`config.mk`:
```
export PLATFORM = sky130hd
export DESIGN_NAME = intr_arbiter
export DESIGN_NICKNAME = d
export VERILOG_FILES = /design/src/rtl/intr_arbiter.sv
export SDC_FILE = /design/constraint.sdc
export NUM_CORES = 1
export LEC_CHECK = 0
export CORE_ASPECT_RATIO = 1.2
export CORE_MARGIN = 2
export CORE_UTILIZATION = 45
export CTS_BUF_LIST = sky130_fd_sc_hd__clkbuf_4
export CTS_CLUSTER_SIZE = 12
export DETAILED_ROUTE_END_ITERATION = 8
export GPL_TIMING_DRIVEN = 0
export PLACE_DENSITY_LB_ADDON = 0.05
export SKIP_LAST_GASP = 1
export SYNTH_ARGS = -nofsm -noshare
export SYNTH_HDL_FRONTEND = slang
export SYNTH_SLANG_ARGS = --single-unit
```
`constraint.sdc`:
```
create_clock -name CLOCK -period 2.9 [get_ports CLOCK]
set_input_delay 0.29 -clock CLOCK [delete_from_list [all_inputs] [get_ports CLOCK]]
set_output_delay 0.29 -clock CLOCK [all_outputs]
set_load 0.02 [all_outputs]
```
`src/rtl/intr_arbiter.sv`:
```
// intr_arbiter: collects level interrupt requests from on-chip Unibus device
// emulations and runs one BR/BG/SACK/BBSY/INTR transaction per winning device.
//
// Ports:
//   CLOCK, RESET          fabric clock, asynchronous active-high reset
//   intreqs, irvecs       per-device request level and 8-bit vector
//   intgnt, igvec         one-cycle grant pulse and the vector that was served
//   bg_in_h / bg_out_h    bus grant daisy chain in / out
//   bbsy_in_h, ssyn_in_h  bus busy and slave sync from other masters/CPU
//   sack_in_h             select acknowledge from others (monitored only)
//   init_in_h             Unibus INIT, synchronous abort of any transaction
//   br_out_h, sack_out_h, bbsy_out_h, intr_out_h, d_out_h  Unibus drivers
//   armraddr, armrdata    status readback (ID word / live status word)

module intr_arbiter #(
    parameter int NDEV = 8
) (
    input  logic              CLOCK,
    input  logic              RESET,
    input  logic [NDEV-1:0]   intreqs,
    input  logic [8*NDEV-1:0] irvecs,
    output logic              intgnt,
    output logic [7:0]        igvec,
    input  logic              bg_in_h,
    output logic              bg_out_h,
    input  logic              bbsy_in_h,
    input  logic              ssyn_in_h,
    input  logic              sack_in_h,
    input  logic              init_in_h,
    output logic              br_out_h,
    output logic              sack_out_h,
    output logic              bbsy_out_h,
    output logic              intr_out_h,
    output logic [15:0]       d_out_h,
    input  logic              armraddr,
    output logic [31:0]       armrdata
);

    localparam logic [2:0] IDLE   = 3'd0;
    localparam logic [2:0] REQ    = 3'd1;
    localparam logic [2:0] SACK   = 3'd2;
    localparam logic [2:0] MASTER = 3'd3;
    localparam logic [2:0] INTR   = 3'd4;
    localparam logic [2:0] DONE   = 3'd5;

    localparam logic [31:0] ID_WORD = 32'h4941_0003;

    logic [2:0]  state;
    logic [3:0]  sel;
    logic [7:0]  vec;
    logic [7:0]  timeouts;
    logic [15:0] cnt;
    logic        holdoff;

    logic [3:0]  pick;
    logic [7:0]  pick_vec;
    logic        any_req;
    logic        expire;
    logic [7:0]  req8;

    // Other masters' select acknowledge is not needed for a single BR
    // level; it is only kept on the port list for pin compatibility.
    logic unused_sack;
    assign unused_sack = sack_in_h;

    assign any_req = |intreqs;

    // Lowest index wins: scanning from the top lets lower indices overwrite.
    always_comb begin
        pick     = 4'd0;
        pick_vec = 8'h00;
        for (int i = NDEV - 1; i >= 0; i--) begin
            if (intreqs[i]) begin
                pick     = 4'(i);
                pick_vec = irvecs[8*i +: 8];
            end
        end
    end

    // The watchdog only runs while waiting on the other side of the bus.
    assign expire = (cnt == 16'hFFFF) && ((state == SACK) || (state == INTR));

    // A grant is swallowed only while we are requesting; anywhere else it
    // belongs to a device further down the chain.
    assign bg_out_h = bg_in_h & ~RESET & (state != REQ);

    always_comb begin
        req8 = 8'h00;
        for (int i = 0; i < NDEV && i < 8; i++) begin
            req8[i] = intreqs[i];
        end
    end

    always_comb begin
        if (armraddr) begin
            armrdata = {1'b0, state, sel, 8'h00, timeouts, req8};
        end else begin
            armrdata = ID_WORD;
        end
    end

    always_ff @(posedge CLOCK or posedge RESET) begin
        if (RESET) begin
            state      <= IDLE;
            sel        <= 4'd0;
            vec        <= 8'h00;
            timeouts   <= 8'h00;
            cnt        <= 16'h0000;
            holdoff    <= 1'b0;
            br_out_h   <= 1'b0;
            sack_out_h <= 1'b0;
            bbsy_out_h <= 1'b0;
            intr_out_h <= 1'b0;
            d_out_h    <= 16'h0000;
            intgnt     <= 1'b0;
            igvec      <= 8'h00;
        end else if (init_in_h) begin
            // Bus INIT abandons the transaction but keeps the abort history.
            state      <= IDLE;
            cnt        <= 16'h0000;
            holdoff    <= 1'b0;
            br_out_h   <= 1'b0;
            sack_out_h <= 1'b0;
            bbsy_out_h <= 1'b0;
            intr_out_h <= 1'b0;
            d_out_h    <= 16'h0000;
            intgnt     <= 1'b0;
            igvec      <= 8'h00;
        end else if (expire) begin
            // Give up the bus; the device still requests and is re-arbitrated.
            state      <= IDLE;
            cnt        <= 16'h0000;
            br_out_h   <= 1'b0;
            sack_out_h <= 1'b0;
            bbsy_out_h <= 1'b0;
            intr_out_h <= 1'b0;
            d_out_h    <= 16'h0000;
            intgnt     <= 1'b0;
            igvec      <= 8'h00;
            if (timeouts != 8'hFF) begin
                timeouts <= timeouts + 8'd1;
            end
        end else begin
            intgnt <= 1'b0;
            igvec  <= 8'h00;
            unique case (state)
                IDLE: begin
                    // Skip one look after a grant: the served device only
                    // drops its level on the cycle after intgnt.
                    if (holdoff) begin
                        holdoff <= 1'b0;
                    end else if (any_req) begin
                        state <= REQ;
                    end
                end
                REQ: begin
                    if (bg_in_h && any_req) begin
                        sel        <= pick;
                        vec        <= pick_vec;
                        br_out_h   <= 1'b0;
                        sack_out_h <= 1'b1;
                        cnt        <= 16'h0000;
                        state      <= SACK;
                    end else if (!any_req) begin
                        br_out_h <= 1'b0;
                        state    <= IDLE;
                    end else begin
                        br_out_h <= 1'b1;
                    end
                end
                SACK: begin
                    if (!bg_in_h && !bbsy_in_h && !ssyn_in_h) begin
                        sack_out_h <= 1'b0;
                        bbsy_out_h <= 1'b1;
                        d_out_h    <= {8'h00, vec};
                        state      <= MASTER;
                    end else begin
                        cnt <= cnt + 16'd1;
                    end
                end
                MASTER: begin
                    intr_out_h <= 1'b1;
                    cnt        <= 16'h0000;
                    state      <= INTR;
                end
                INTR: begin
                    if (ssyn_in_h) begin
                        intr_out_h <= 1'b0;
                        bbsy_out_h <= 1'b0;
                        d_out_h    <= 16'h0000;
                        state      <= DONE;
                    end else begin
                        cnt <= cnt + 16'd1;
                    end
                end
                DONE: begin
                    intgnt  <= 1'b1;
                    igvec   <= vec;
                    holdoff <= 1'b1;
                    state   <= IDLE;
                end
                default: begin
                    state <= IDLE;
                end
            endcase
        end
    end

endmodule
```
==> impl_metrics.csv <==
group,metric,value,unit
synth,synth_area_leaders,"dfrtp_1 40%, and2_1 4.5%, nand2_1 4.1%",
synth,ys_warn_count,0,
global_routing,grt-ovfl-total,0,
routing,drt_iter0_markers,159,
finish,fin_nets,659,
pwr,power.density,392,nW/um^2
timing,relSlewSlack,45.2,%
critical_path,worstPathRequired,2.61,ns
routing,first_pass_iters,5,
timing,worst_slack,0.332,ns
floorplan,num_io_pins,142,
timing,rsz0062_at_grt,"false",
critical_path,endpoint_kind,"output pin",
global_routing,grt_pass1_wl,18.4,mm
critical_path,crit_path_start_kind,"input pin",
routing,drc,0,
place,io_buffer_count,122,
synth,avgSynthCellArea,8.80,sq um
flow_run,drv_cap,0,
timing,worst_slew_pin_slew,0.820,ns
finish,layout-drive-gt1-share,10.7,%
clocking,post_cts_buffers,0,
global_routing,antenna_found_initial,0,
clocking,clkTransAtPathRegs,0.10,ns
floorplan,die_w,87.6,um
synth,synth.largest_area_cell,"dfrtp_1",
routing,vias,3880,
synth,async_flop_share,100,%
critical_path,path_max_fanout,10,
finish,final_util,65.7,%
floorplan,core_area,8150,sq um
pwr,ir_worst_vdd,221,uV
clocking,htreeDepth,3,
clocking,cts_tree,"built",
synth,yosysSeqAreaShare,39.8,%
synth,netlist_area,3770,sq um
timing,skew,0.0168,ns
clocking,cts_buffers,9,
synth,synth_edf_count,0,
synth,synth.top_cell.area_share,39.8,%
floorplan,fp-row-count,36,
place,place_hpwl,8.77,mm
clocking,clk_latency,0.43,ns
floorplan,start_util,46.3,%
timing,fmax,0.389,GHz
critical_path,crit_type,"in2out",
clocking,clock-sinks,60,
global_routing,first_global_vias,3868,
timing,min_period,2.57,ns
critical_path,critical_path.cell_chain,"clkdlybuf4s50_1, clkbuf_1, clkbuf_1, and2_1, clkdlybuf4s50_1",
pwr,p_leak,2.23,nW
finish,syn_to_final_growth,42.0,%
place,placed_area,5220,sq um
clocking,cts_buffer_depth,2,
floorplan,die_area,9140,sq um
finish,multiInputGateArea,2030,sq um
global_routing,grt_usage,25.5,%
critical_path,cpMaxStageDelayCell,"clkdlybuf4s50_1",
finish,seq_area,1500,sq um
critical_path,slowest_delay,0.62,ns
routing,avgRoutedWirePerCell,16.2,um
clocking,ctsHoldBuffers,0,
clocking,cts_root_buffer,"clkbuf_4",
min_path,hp-class,"in2reg",
floorplan,die_h,104,um
critical_path,crit_buf_inv,4,
routing,wl,11.2,mm
global_routing,grt_max_degree,38,
timing,setup_tns,0,ns
place,post-place-ws,0.0917,ns
timing,drv_slew,0,
timing,finalSetupViolations,0,
critical_path,critical_path_arrival,2.28,ns
critical_path,cp_top_family,"buffers and inverters",
finish,fill_cells,714,
synth,synth_ff_type,"dfrtp_1",
finish,design_area,5360,sq um
clocking,postCtsResizedCells,0,
synth,synth_cell_types,64,
run_status,outcome,"finished clean",
timing,min_period_over_period,88.5,%
timing,hold_violations,0,
routing,vias_per_cell,5.57,
synth,ys_seq_elements,60,
place,place_congestion,0.869,
synth,syn_inst,429,
finish,diodes,0,
routing,drtAntennaViolNets,0,
-- final timing paths --
path                                      startpoint             endpoint  slack [ns]  cells past startpoint
worst max-delay path                      intreqs[2]          armrdata[2]        0.33                      5
min in group asynchronous                      RESET   cnt[9]$_DFFE_PP0P_        0.40                      2
worst min-delay path                       init_in_h  holdoff$_DFFE_PP0P_        0.26                      2
worst max register to register  state[1]$_DFFE_PP0P_   cnt[1]$_DFFE_PP0P_        0.36                      7
max in group asynchronous                      RESET   cnt[1]$_DFFE_PP0P_        1.90                      3
worst min register to register    sel[2]$_DFFE_PP0P_   sel[2]$_DFFE_PP0P_        0.49                      2
-- sequential cells by signal (all words and copies together) (netlist names), 3 cells and up --
signal / flops
cnt: 16
d_out_h: 8
igvec: 8
sel: 3
state: 3
timeouts: 8
vec: 8
-- routing by layer --
metal | part of all wire [%] | track usage [%] | wire length [um]
met1 | 40 | 31.4 | 4520
met2 | 49 | 41.2 | 5540
met3 | 8.3 | 8.41 | 936
met4 | 2.2 | 8.90 | 252
met5 | 0 | 0 | 0
-- synthesized netlist by cell type (all sizes together) (10+ instances only) --
cell	count
a22o	11
buf	24
inv	10
clkbuf	20
dfrtp	60
o22ai	19
and2	27
nand2	41
nor2	23
a21oi	22
o21ai	20
nand3	14
-- worst reg2reg max path: cells and delay by family (launching register included) --
kind / cells / cell delay (ns)
AND/OR/NAND/NOR: 3 / 0.85
buffers and inverters: 2 / 0.54
multiplexers: 1 / 0.39
AO/OA/AOI/OAI: 1 / 0.28
flip-flops: 1 / 0.38
-- cells by family (layout without fill, tap and decap cells) --
family | count (synthesis) | in the layout | share of synthesized area (%)
AND/OR/NAND/NOR | 167 | 167 | 24.0
AO/OA/AOI/OAI | 131 | 131 | 24.6
flip-flops | 60 | 60 | 39.8
buffers and inverters | 56 | 195 | 7.82
XOR/XNOR | 8 | 8 | 1.86
multiplexers | 4 | 4 | 1.19
adder cells (fa/ha/maj) | 2 | 2 | 0.663
other | 1 | 15 | 0.0993
-- cells in the final DEF, fill, tap and decap left out, types with 5 or more instances in the layout --
cell / Yosys / layout
conb_1: 1 / 15
and2_1: 27 / 27
nor3_1: 7 / 7
a21oi_1: 22 / 22
xnor2_1: 7 / 7
clkdlybuf4s50_1: 0 / 122
o21ai_0: 19 / 19
nand4_1: 8 / 8
o211ai_1: 6 / 6
clkbuf_4: 1 / 10
buf_4: 18 / 18
and3_1: 5 / 5
inv_1: 10 / 9
o22ai_1: 19 / 19
nand2b_1: 9 / 9
nand2_1: 41 / 41
a22o_1: 10 / 10
a2111oi_0: 5 / 5
o2bb2ai_1: 8 / 8
nor2_1: 23 / 23
o31ai_1: 8 / 8
a221oi_1: 9 / 9
nor4_1: 7 / 7
clkbuf_1: 19 / 19
nand3_1: 14 / 14
dfrtp_1: 60 / 60
buf_2: 5 / 5
-- final cells by class --
cell class              count  share of cell area, %
well taps                 114                   2.66
flip-flops and latches     60                   28.0
plain buffers              44                   4.67
multi-input cells         327                   37.9
repair buffers            123                   23.3
clock buffers               9                   1.26
clock inverters             7                   1.38
inverters                  12                  0.840
-- power breakdown --
part,internal (mW),switching (mW),total (mW)
logic,0.262,0.290,0.552
clock network,0.266,0.341,0.607
registers,0.899,0.0457,0.944
total,1.43,0.677,2.10
-- metrics by stage --
stage	instances	power (mW)	hold slack, ns
2_1_floorplan	443	1.26	0.441
3_3_place_gp	679	1.49	0.459
3_5_place_dp	680	1.51	0.472
4_1_cts	696	2.11	0.266
5_1_grt	696	2.23	0.302
6_report	696	2.10	0.259
(Power assumes the default switching activity.)
==> RTL change: new RTL, same settings <==
Set the parameter `NDEV` to 16 (it was 8).
--- a/src/rtl/intr_arbiter.sv
+++ b/src/rtl/intr_arbiter.sv
@@ -13,7 +13,7 @@
 //   armraddr, armrdata    status readback (ID word / live status word)
 
 module intr_arbiter #(
-    parameter int NDEV = 8
+    parameter int NDEV = 16
 ) (
     input  logic              CLOCK,
     input  logic              RESET,
Interface: changed (resized intreqs and irvecs); port bits go from 142 to 214. The function was not compared with the original's and may differ.
==> RTL change against the unedited design <==
  * Combinational power up 37%
  * Worst setup slack better by 0.051 ns
  * Total power up 12%
  * Wire length up 49%
  * Sequential cell count up 1
  * Cell area up 23%
  * Via count up 28%
  * Synthesized area up 14%
  * Critical path type unchanged
  * Critical endpoint is now armrdata[4]
  * Largest cell class unchanged
  * Largest power group unchanged
==> RTL change: results (changes against the unedited design) <==
[status]
outcome = completed  ; unchanged

[logic_synthesis]
synth_area_leaders = dfrtp_1 36%, o21ai_0 4.9%, a221oi_1 4.1%  ; was dfrtp_1 40%, and2_1 4.5%, nand2_1 4.1%
ys_seq_area_frac = 0.356  ; was 0.398
ys_types = 58  ; was 64
synthTopCellsByCount = 61 x dfrtp_1, 42 x o21ai_0, 33 x a21oi_1, 29 x nor2_1, 26 x nand2_1  ; was 60 x dfrtp_1, 41 x nand2_1, 27 x and2_1, 23 x nor2_1, 22 x a21oi_1
synthArstFlopShare = 1.00  ; unchanged

[place]
post-dp-hpwl_um = 13600  ; was 8770 um
place_congestion = 0.976  ; was 0.869
port_buffers = 193  ; was 122

[sta]
fin_skew_ns = 0.0120  ; was 0.0168 ns
max_slew_margin = 0.512  ; was 0.452

[global_route]
track_usage = 0.322  ; was 0.255
grt_max_degree = 44  ; was 38
grt_first_pass_wirelength_um = 25900  ; was 18,400 um
grt_pass1_vias = 4904  ; was 3,868

[routing]
drt_pass1_iterations = 5  ; unchanged
vias = 4978  ; was 3,880
wire_per_inst_um = 19.8  ; was 16.2 um
drt_iter0_drc = 296  ; was 159

[finish]
layout-drive-gt1-share = 0.0840  ; was 0.107
nets = 875  ; was 659

[clocking]
root_buffer = clkbuf_4  ; unchanged
cts_max_level = 3  ; unchanged
cts_setup_buffers = 0  ; unchanged
numCtsBuffers = 9  ; unchanged
insertion_delay_ns = 0.41  ; was 0.43 ns

[power_and_ir_drop]
peakVddDrop_uv = 229  ; was 221 uV
power.leakage_uw = 0.00266  ; was 0.00223 uW

[critical_path]
r2r_cells = 7  ; unchanged
crit_arrival_ns = 2.23  ; was 2.28 ns
rrSetupSlack_ns = 0.60  ; was 0.36 ns
crit_fanout = 10  ; unchanged

[hold_path]
hold_class = input pin to asynchronous set/reset pin  ; was input pin to flop

-- RTL change: routing by layer --
layer	wire, um	global-route usage	vias to the layer above
li1	-	-	2310
met1	6280	0.375	2398
met2	8710	0.572	235
met3	1170	0.0551	35
met4	607	0.139	0
met5	0	0	-
-- RTL change: cells by family after synthesis --
| kind of cell | share of synthesized area |
|---|---|
| xor+xnor | 0.0143 |
| compound gates | 0.286 |
| fa+ha+maj | 0.00584 |
| flops | 0.356 |
| mux | 0.0166 |
| other cells | 0.000875 |
| simple gates | 0.246 |
| buf+inv | 0.0744 |
-- RTL change: power breakdown --
group          internal [uW]  switching, uW  total (uW)
logic                    384            371         755
registers                926           62.9         989
clock network            265            350         616
-- RTL change: worst paths after layout --
path,startpoint,to
worst min register to register,sel[0],sel[0]
min in group CLOCK,intreqs[2],sel[2]
worst min-delay path,RESET,timeouts[0]
max in group asynchronous,RESET,cnt[15]
worst max register to register,cnt[0],cnt[3]
worst max-delay path,intreqs[4],armrdata[4]
-- RTL change: through the flow --
stage               hold WS [ns]  cell area [um^2]  setup slack (ns)  total power (uW)  cells
finish                     0.243              6590             0.383              2360    849
global route               0.243              6590             0.242              2480    849
CTS                        0.230              6590             0.383              2360    849
detailed placement         0.465              6440             0.314              1750    833
global placement           0.459              6420           -0.0181              1730    832
floorplan                  0.440              4340             0.982              1350    516
-- RTL change: final cells by class --
cell class                 instances  area, um^2
buffer                            42         244
clock buffer                       9        67.6
clock inverter                     7        73.8
fill                             768        2830
inverter                          20        75.1
multi-input combinational        393        2490
sequential                        61        1530
tap                              123         154
timing repair buffer             194        1950
-- RTL change: critical path: stages --
cell             delay, ns
clkdlybuf4s50_1       0.56
clkbuf_1              0.43
inv_1                 0.16
nor2_1                0.13
clkdlybuf4s50_1       0.66
